<file path="src/rtl/uart_pkg.sv">
// uart_pkg: shared state type, oversampling constant and baud divider helper
// for the oversampling UART receiver. Defining UART_RX_PARITY_EN adds the
// PARITY state used for 8E1 framing.
package uart_pkg;

  localparam int OVERSAMPLE = 16;

`ifdef UART_RX_PARITY_EN
  typedef enum logic [2:0] {
    IDLE,
    START,
    DATA,
    PARITY,
    STOP,
    WAIT_IDLE
  } rx_state_t;
`else
  typedef enum logic [2:0] {
    IDLE,
    START,
    DATA,
    STOP,
    WAIT_IDLE
  } rx_state_t;
`endif

  // Clocks per oversample tick, rounded to nearest and never below one.
  function automatic int baud_div(input int clk_freq, input int baud);
    int d;
    d = (clk_freq + baud * (OVERSAMPLE / 2)) / (baud * OVERSAMPLE);
    return (d < 1) ? 1 : d;
  endfunction

endpackage

</file>
<file path="src/rtl/uart_baud_tick.sv">
// uart_baud_tick: free-running divider producing a one-cycle tick every DIV
// clocks. A synchronous clear restarts the count so ticks align to a frame.
module uart_baud_tick #(
  parameter int DIV = 1
) (
  input  logic clk,
  input  logic rst_n,
  input  logic clr,
  output logic tick
);

  localparam int CW = (DIV > 1) ? $clog2(DIV) : 1;
  localparam logic [CW-1:0] LAST = CW'(DIV - 1);

  logic [CW-1:0] cnt;

  // Count 0..DIV-1 and wrap; a clear restarts the period from zero.
  always_ff @(posedge clk or negedge rst_n) begin
    if (!rst_n) begin
      cnt <= '0;
    end else if (clr || (cnt == LAST)) begin
      cnt <= '0;
    end else begin
      cnt <= cnt + CW'(1);
    end
  end

  assign tick = (cnt == LAST) && !clr;

endmodule

</file>
<file path="src/rtl/uart_rx_os.sv">
// uart_rx_os: 16x oversampling UART receiver with 2-FF input synchroniser,
// majority-vote bit decisions, false-start rejection and framing-error
// reporting. Define UART_RX_PARITY_EN for 8E1 frames with even-parity check;
// otherwise frames are 8N1 and parity_err is tied low.
module uart_rx_os import uart_pkg::*; #(
  parameter int CLK_FREQ   = 50_000_000,
  parameter int BAUD       = 115_200,
  parameter int OVERSAMPLE = 16
) (
  input  logic       clk,
  input  logic       rst_n,
  input  logic       rxd,
  output logic [7:0] rx_data,
  output logic       rx_done,
  output logic       frame_err,
  output logic       parity_err
);

  localparam int DIV = baud_div(CLK_FREQ, BAUD);
  localparam logic [3:0] TLAST = 4'(OVERSAMPLE - 1);

  logic       sync1, rxs, rxs_prev;
  logic [1:0] sync_fill;
  logic       armed;
  logic       tick, clr;

  rx_state_t  state_q, state_d;
  logic [3:0] tcnt_q, tcnt_d, tcnt_inc;
  logic [3:0] bitcnt_q, bitcnt_d;
  logic [3:0] idle_cnt_q, idle_cnt_d;
  logic       s7_q, s7_d, s8_q, s8_d;
  logic [7:0] shreg_q, shreg_d;
  logic [7:0] data_q, data_d;
  logic       done_q, done_d;
  logic       ferr_q, ferr_d;
  logic       maj, start_edge, decide, boundary;
`ifdef UART_RX_PARITY_EN
  logic       par_q, par_d;
  logic       perr_q, perr_d;
`endif

  // Synchronise rxd and arm edge detection only once the line has really been
  // seen high, so a line held low across reset release is not a start.
  always_ff @(posedge clk or negedge rst_n) begin
    if (!rst_n) begin
      sync1     <= 1'b1;
      rxs       <= 1'b1;
      rxs_prev  <= 1'b1;
      sync_fill <= 2'b00;
      armed     <= 1'b0;
    end else begin
      sync1     <= rxd;
      rxs       <= sync1;
      rxs_prev  <= rxs;
      sync_fill <= {sync_fill[0], 1'b1};
      if (sync_fill[1] && rxs) begin
        armed <= 1'b1;
      end
    end
  end

  uart_baud_tick #(.DIV(DIV)) u_baud_tick (
    .clk   (clk),
    .rst_n (rst_n),
    .clr   (clr),
    .tick  (tick)
  );

  assign start_edge = armed && rxs_prev && !rxs;
  assign tcnt_inc   = (tcnt_q == TLAST) ? 4'd0 : tcnt_q + 4'd1;
  assign maj        = (s7_q & s8_q) | (s7_q & rxs) | (s8_q & rxs);
  assign decide     = tick && (tcnt_inc == 4'd9);
  assign boundary   = tick && (tcnt_inc == 4'd0);

  // Next-state and datapath: tcnt holds the index of the latest tick, with the
  // start edge counting as tick 0; samples at 7 and 8, decision at 9.
  always_comb begin
    state_d    = state_q;
    tcnt_d     = tcnt_q;
    bitcnt_d   = bitcnt_q;
    idle_cnt_d = idle_cnt_q;
    s7_d       = s7_q;
    s8_d       = s8_q;
    shreg_d    = shreg_q;
    data_d     = data_q;
    done_d     = 1'b0;
    ferr_d     = 1'b0;
    clr        = 1'b0;
`ifdef UART_RX_PARITY_EN
    par_d      = par_q;
    perr_d     = 1'b0;
`endif

    if ((state_q != IDLE) && (state_q != WAIT_IDLE) && tick) begin
      tcnt_d = tcnt_inc;
      if (tcnt_inc == 4'd7) s7_d = rxs;
      if (tcnt_inc == 4'd8) s8_d = rxs;
    end

    case (state_q)
      IDLE: begin
        if (start_edge) begin
          state_d  = START;
          tcnt_d   = 4'd0;
          bitcnt_d = 4'd0;
          clr      = 1'b1;
`ifdef UART_RX_PARITY_EN
          par_d    = 1'b0;
`endif
        end
      end
      START: begin
        if (decide && maj) begin
          state_d = IDLE;
        end else if (boundary) begin
          state_d = DATA;
        end
      end
      DATA: begin
        if (decide) begin
          shreg_d  = {maj, shreg_q[7:1]};
          bitcnt_d = bitcnt_q + 4'd1;
`ifdef UART_RX_PARITY_EN
          par_d    = par_q ^ maj;
`endif
        end
        if (boundary && (bitcnt_q == 4'd8)) begin
`ifdef UART_RX_PARITY_EN
          state_d = PARITY;
`else
          state_d = STOP;
`endif
        end
      end
`ifdef UART_RX_PARITY_EN
      PARITY: begin
        if (decide) begin
          par_d = par_q ^ maj;
        end
        if (boundary) begin
          state_d = STOP;
        end
      end
`endif
      STOP: begin
        if (decide) begin
          if (maj) begin
            data_d  = shreg_q;
            done_d  = 1'b1;
`ifdef UART_RX_PARITY_EN
            perr_d  = par_q;
`endif
            state_d = IDLE;
          end else begin
            ferr_d     = 1'b1;
            idle_cnt_d = 4'd0;
            state_d    = WAIT_IDLE;
          end
        end
      end
      WAIT_IDLE: begin
        if (tick) begin
          if (!rxs) begin
            idle_cnt_d = 4'd0;
          end else if (idle_cnt_q == 4'd15) begin
            idle_cnt_d = 4'd0;
            state_d    = IDLE;
          end else begin
            idle_cnt_d = idle_cnt_q + 4'd1;
          end
        end
      end
      default: begin
        state_d = IDLE;
      end
    endcase
  end

  // Register FSM state, datapath and the one-cycle output pulses.
  always_ff @(posedge clk or negedge rst_n) begin
    if (!rst_n) begin
      state_q    <= IDLE;
      tcnt_q     <= 4'd0;
      bitcnt_q   <= 4'd0;
      idle_cnt_q <= 4'd0;
      s7_q       <= 1'b1;
      s8_q       <= 1'b1;
      shreg_q    <= 8'd0;
      data_q     <= 8'd0;
      done_q     <= 1'b0;
      ferr_q     <= 1'b0;
`ifdef UART_RX_PARITY_EN
      par_q      <= 1'b0;
      perr_q     <= 1'b0;
`endif
    end else begin
      state_q    <= state_d;
      tcnt_q     <= tcnt_d;
      bitcnt_q   <= bitcnt_d;
      idle_cnt_q <= idle_cnt_d;
      s7_q       <= s7_d;
      s8_q       <= s8_d;
      shreg_q    <= shreg_d;
      data_q     <= data_d;
      done_q     <= done_d;
      ferr_q     <= ferr_d;
`ifdef UART_RX_PARITY_EN
      par_q      <= par_d;
      perr_q     <= perr_d;
`endif
    end
  end

  assign rx_data   = data_q;
  assign rx_done   = done_q;
  assign frame_err = ferr_q;
`ifdef UART_RX_PARITY_EN
  assign parity_err = perr_q;
`else
  assign parity_err = 1'b0;
`endif

endmodule

</file>
<file path="config.mk">
export PLATFORM = sky130hd
export DESIGN_NAME = uart_rx_os
export DESIGN_NICKNAME = d
export VERILOG_FILES = /design/src/rtl/uart_pkg.sv /design/src/rtl/uart_baud_tick.sv /design/src/rtl/uart_rx_os.sv
export SDC_FILE = /design/constraint.sdc
export NUM_CORES = 1
export LEC_CHECK = 0
export BUFFER_PORTS_ARGS = -buffer_cell sky130_fd_sc_hd__clkbuf_2
export CAP_MARGIN = 40
export CELL_PAD_IN_SITES_DETAIL_PLACEMENT = 1
export CELL_PAD_IN_SITES_GLOBAL_PLACEMENT = 1
export CORE_ASPECT_RATIO = 0.5
export CORE_MARGIN = 1
export CORE_UTILIZATION = 40
export DETAILED_ROUTE_END_ITERATION = 8
export PLACE_DENSITY_LB_ADDON = 0.1
export REMOVE_ABC_BUFFERS = 1
export SYNTH_ARGS = -nofsm -noshare
export SYNTH_HDL_FRONTEND = slang
export SYNTH_SLANG_ARGS = --single-unit
</file>
<file path="constraint.sdc">
create_clock -name clk -period 5 [get_ports clk]
set_clock_uncertainty 0.2 [all_clocks]
set_input_delay 0.5 -clock clk [delete_from_list [all_inputs] [get_ports clk]]
set_output_delay 0.5 -clock clk [all_outputs]
set_load 0.02 [all_outputs]
</file>
==> flow_summary.toml <==
[grt]
grt_antenna_before_repair = 0
grt_pass1_wl_mm = 7.341
grt_pass1_vias = 1553
grt-ovfl-total = 0
track_usage_pct = 15.49
grt_max_degree = 47

[worst_setup_path]
critPathBufInv = 1
crit_slowest_cell = "nor4bb_4"
cp-end-kind = "flop"
required_ns = 4.97
cp_top_family = "simple AND/OR/NAND/NOR gates"
criticalPathCategory = "flop to flop"
worstPathArrival_ns = 2.58
path_max_fanout = 12
crit_path_cell_trace = "inv_1, ha_1, and4b_1, o211ai_4, nor4bb_4, mux2_2"
setup.worst_path.start_class = "flop"
slowest_delay_ns = 0.72

[placed_design]
hpwl_mm = 3.034
place_congestion = 0.7258
preCtsSetupSlack_ns = 2.364
place_area_um2 = 2395
port_buffers = 12

[die]
start_util_pct = 41.76
io-pin-count = 14
rows = 19
core_um2 = 5492
die_w_um = 109.1
die_h_um = 55.55
dieArea_um2 = 6059

[timing]
max_freq_ghz = 0.3824
period_minus_slack_ns = 2.615
tightestPinTransition_ns = 0.7711
slew_violations = 0
setup_tns_ns = 0
fin_ws_ns = 2.385
rsz0062_at_grt = "no"
finalCritPeriodShare_pct = 52.30
hold_slack_ns = 0.1061
setup_viol = 0
slew_headroom_pct = 48.52
report.final.hold_viol_count = 0

[route]
wl_met3_um = 134
wl_per_cell_um = 14.96
wl_met2_mm = 1.950
viasPerCell = 5.258
first_pass_iters = 4
route.detailed.drc = 0
num_vias = 1467
detail-route-antenna-nets = 0
highest_layer = "met3"
wl_met1_mm = 2.088
wl_mm = 4.173
first_iter_violations = 28

[layout]
final_area_um2 = 2589
final_nets = 217
n_antenna_cell = 0
drive_gt1_share_pct = 22.33
area_delta_synth_final_pct = 12.87

[clock_tree]
cts_setup_buffers = 0
post_cts_resized = 0
cts_buffers = 5
clockRootBuffer = "clkbuf_16"
cts_tree = "done"
cts.clk_slew.worst_paths_ns = 0.06
cts_buffer_depth = 2
hold_buffers = 0
worstSkewPairLatency_ns = 0.28
clock_sinks = 46
htreeDepth = 2

[yosys]
synth_warnings = 0
synth_area_um2 = 2293
synth_flop_cell = "dfrtp_1"
async_reset_ff_share_pct = 100.0
synthCells = 193
ys_ff_latch = 46
synth_seq_area_share_pct = 50.46
syn_area_per_cell_um2 = 11.88
synth_cell_types = 51
synth_edf_count = 0

[outcome]
status = "complete, no violations"

[power_and_ir_drop]
p_leak_nw = 1.278
p_per_area_nw_per_um2 = 397.5
vdd_drop_max_mv = 0.1597

[flow_run]
drv_cap = 0

[hold_path]
hold_path.class = "input port to asynchronous set/reset pin"
==> per-layer routing <==
metal | track usage (%) | vias to the layer above
met4 | 1.737 | 0
met2 | 25.79 | 16
met5 | 0 | -
met1 | 20.50 | 737
li1 | - | 714
met3 | 4.604 | 0
==> registers in the layout (all words and copies together) (netlist names), 2 cells and up <==
register         count
sync_fill            2
tcnt_q               4
u_baud_tick.cnt      5
state_q              3
shreg_q              8
bitcnt_q             4
idle_cnt_q           4
rx_data              8
==> kinds of logic after synthesis <==
family	share of synthesized area, %
DFF	50.46
buffers and inverters	3.982
muxes	11.02
and+or+nand+nor	16.69
AOI/OAI and AO/OA	10.26
xor gates and xnor gates	1.910
adders and majority gates	5.347
other	0.3275
==> synth_stat cells (all sizes together), types with 4 or more instances <==
master	n	share of area [%]
a21oi	4	0.87
buf	6	2.2
dfrtp	41	45
dfstp	5	5.7
ha	9	4.9
inv	9	1.5
mux2	18	10
nand2	12	2.0
nand3	6	1.3
nand4	6	1.6
nand4b	4	1.5
nor2	17	3.5
o21ai	8	1.7
==> where the power goes <==
group	internal, mW	leakage (nW)	total, mW	switching [mW]
combinational	0.0697	0.583	0.156	0.0863
sequential	0.408	0.601	0.452	0.0450
clock	0.287	0.0940	0.420	0.134
total	0.764	1.28	1.03	0.265
==> placed cells by master (no fill, tap or decap), types with 6 or more instances in the layout <==
| master | instances |
|---|---|
| o21ai_0 | 8 |
| mux2_1 | 7 |
| clkbuf_2 | 12 |
| inv_1 | 9 |
| dfrtp_1 | 41 |
| mux2_4 | 8 |
| nand3_1 | 6 |
| nor2_1 | 16 |
| ha_1 | 9 |
| nand2_1 | 12 |
| nand4_1 | 6 |
==> final timing paths <==
| kind | from | to | slack [ns] | cells past startpoint |
|---|---|---|---|---|
| max in group asynchronous | rst_n | u_baud_tick.cnt[2]$_DFF_PN0_ | 4.11 | 2 |
| hold / removal | rst_n | frame_err$_DFF_PN0_ | 0.11 | 2 |
| setup reg to reg | u_baud_tick.cnt[0]$_DFF_PN0_ | shreg_q[0]$_DFFE_PN0P_ | 2.39 | 6 |
| setup / recovery | u_baud_tick.cnt[0]$_DFF_PN0_ | shreg_q[0]$_DFFE_PN0P_ | 2.39 | 6 |
| min in group clk | rxd | sync1$_DFF_PN1_ | 0.11 | 1 |
| hold reg to reg | sync_fill[0]$_DFF_PN0_ | sync_fill[1]$_DFF_PN0_ | 0.15 | 0 |
==> final cells by class <==
type / count / area [um^2]
well taps: 73 / 91.34
inverters: 9 / 33.78
clock inverters: 3 / 68.82
multi-input cells: 130 / 1045
clock buffers: 5 / 125.1
repair buffers: 13 / 67.56
flip-flops and latches: 46 / 1157
fillers: 597 / 2903
==> through the flow <==
step | power [mW] | utilization [%] | cells
detailed placement | 0.6181 | 43.61 | 271
finish | 1.029 | 47.14 | 279
CTS | 1.047 | 47.14 | 279
global placement | 0.6103 | 43.61 | 271
floorplan | 0.5704 | - | 185
global route | 1.082 | 47.14 | 279
No activity file was read; power rests on OpenSTA's default activity.
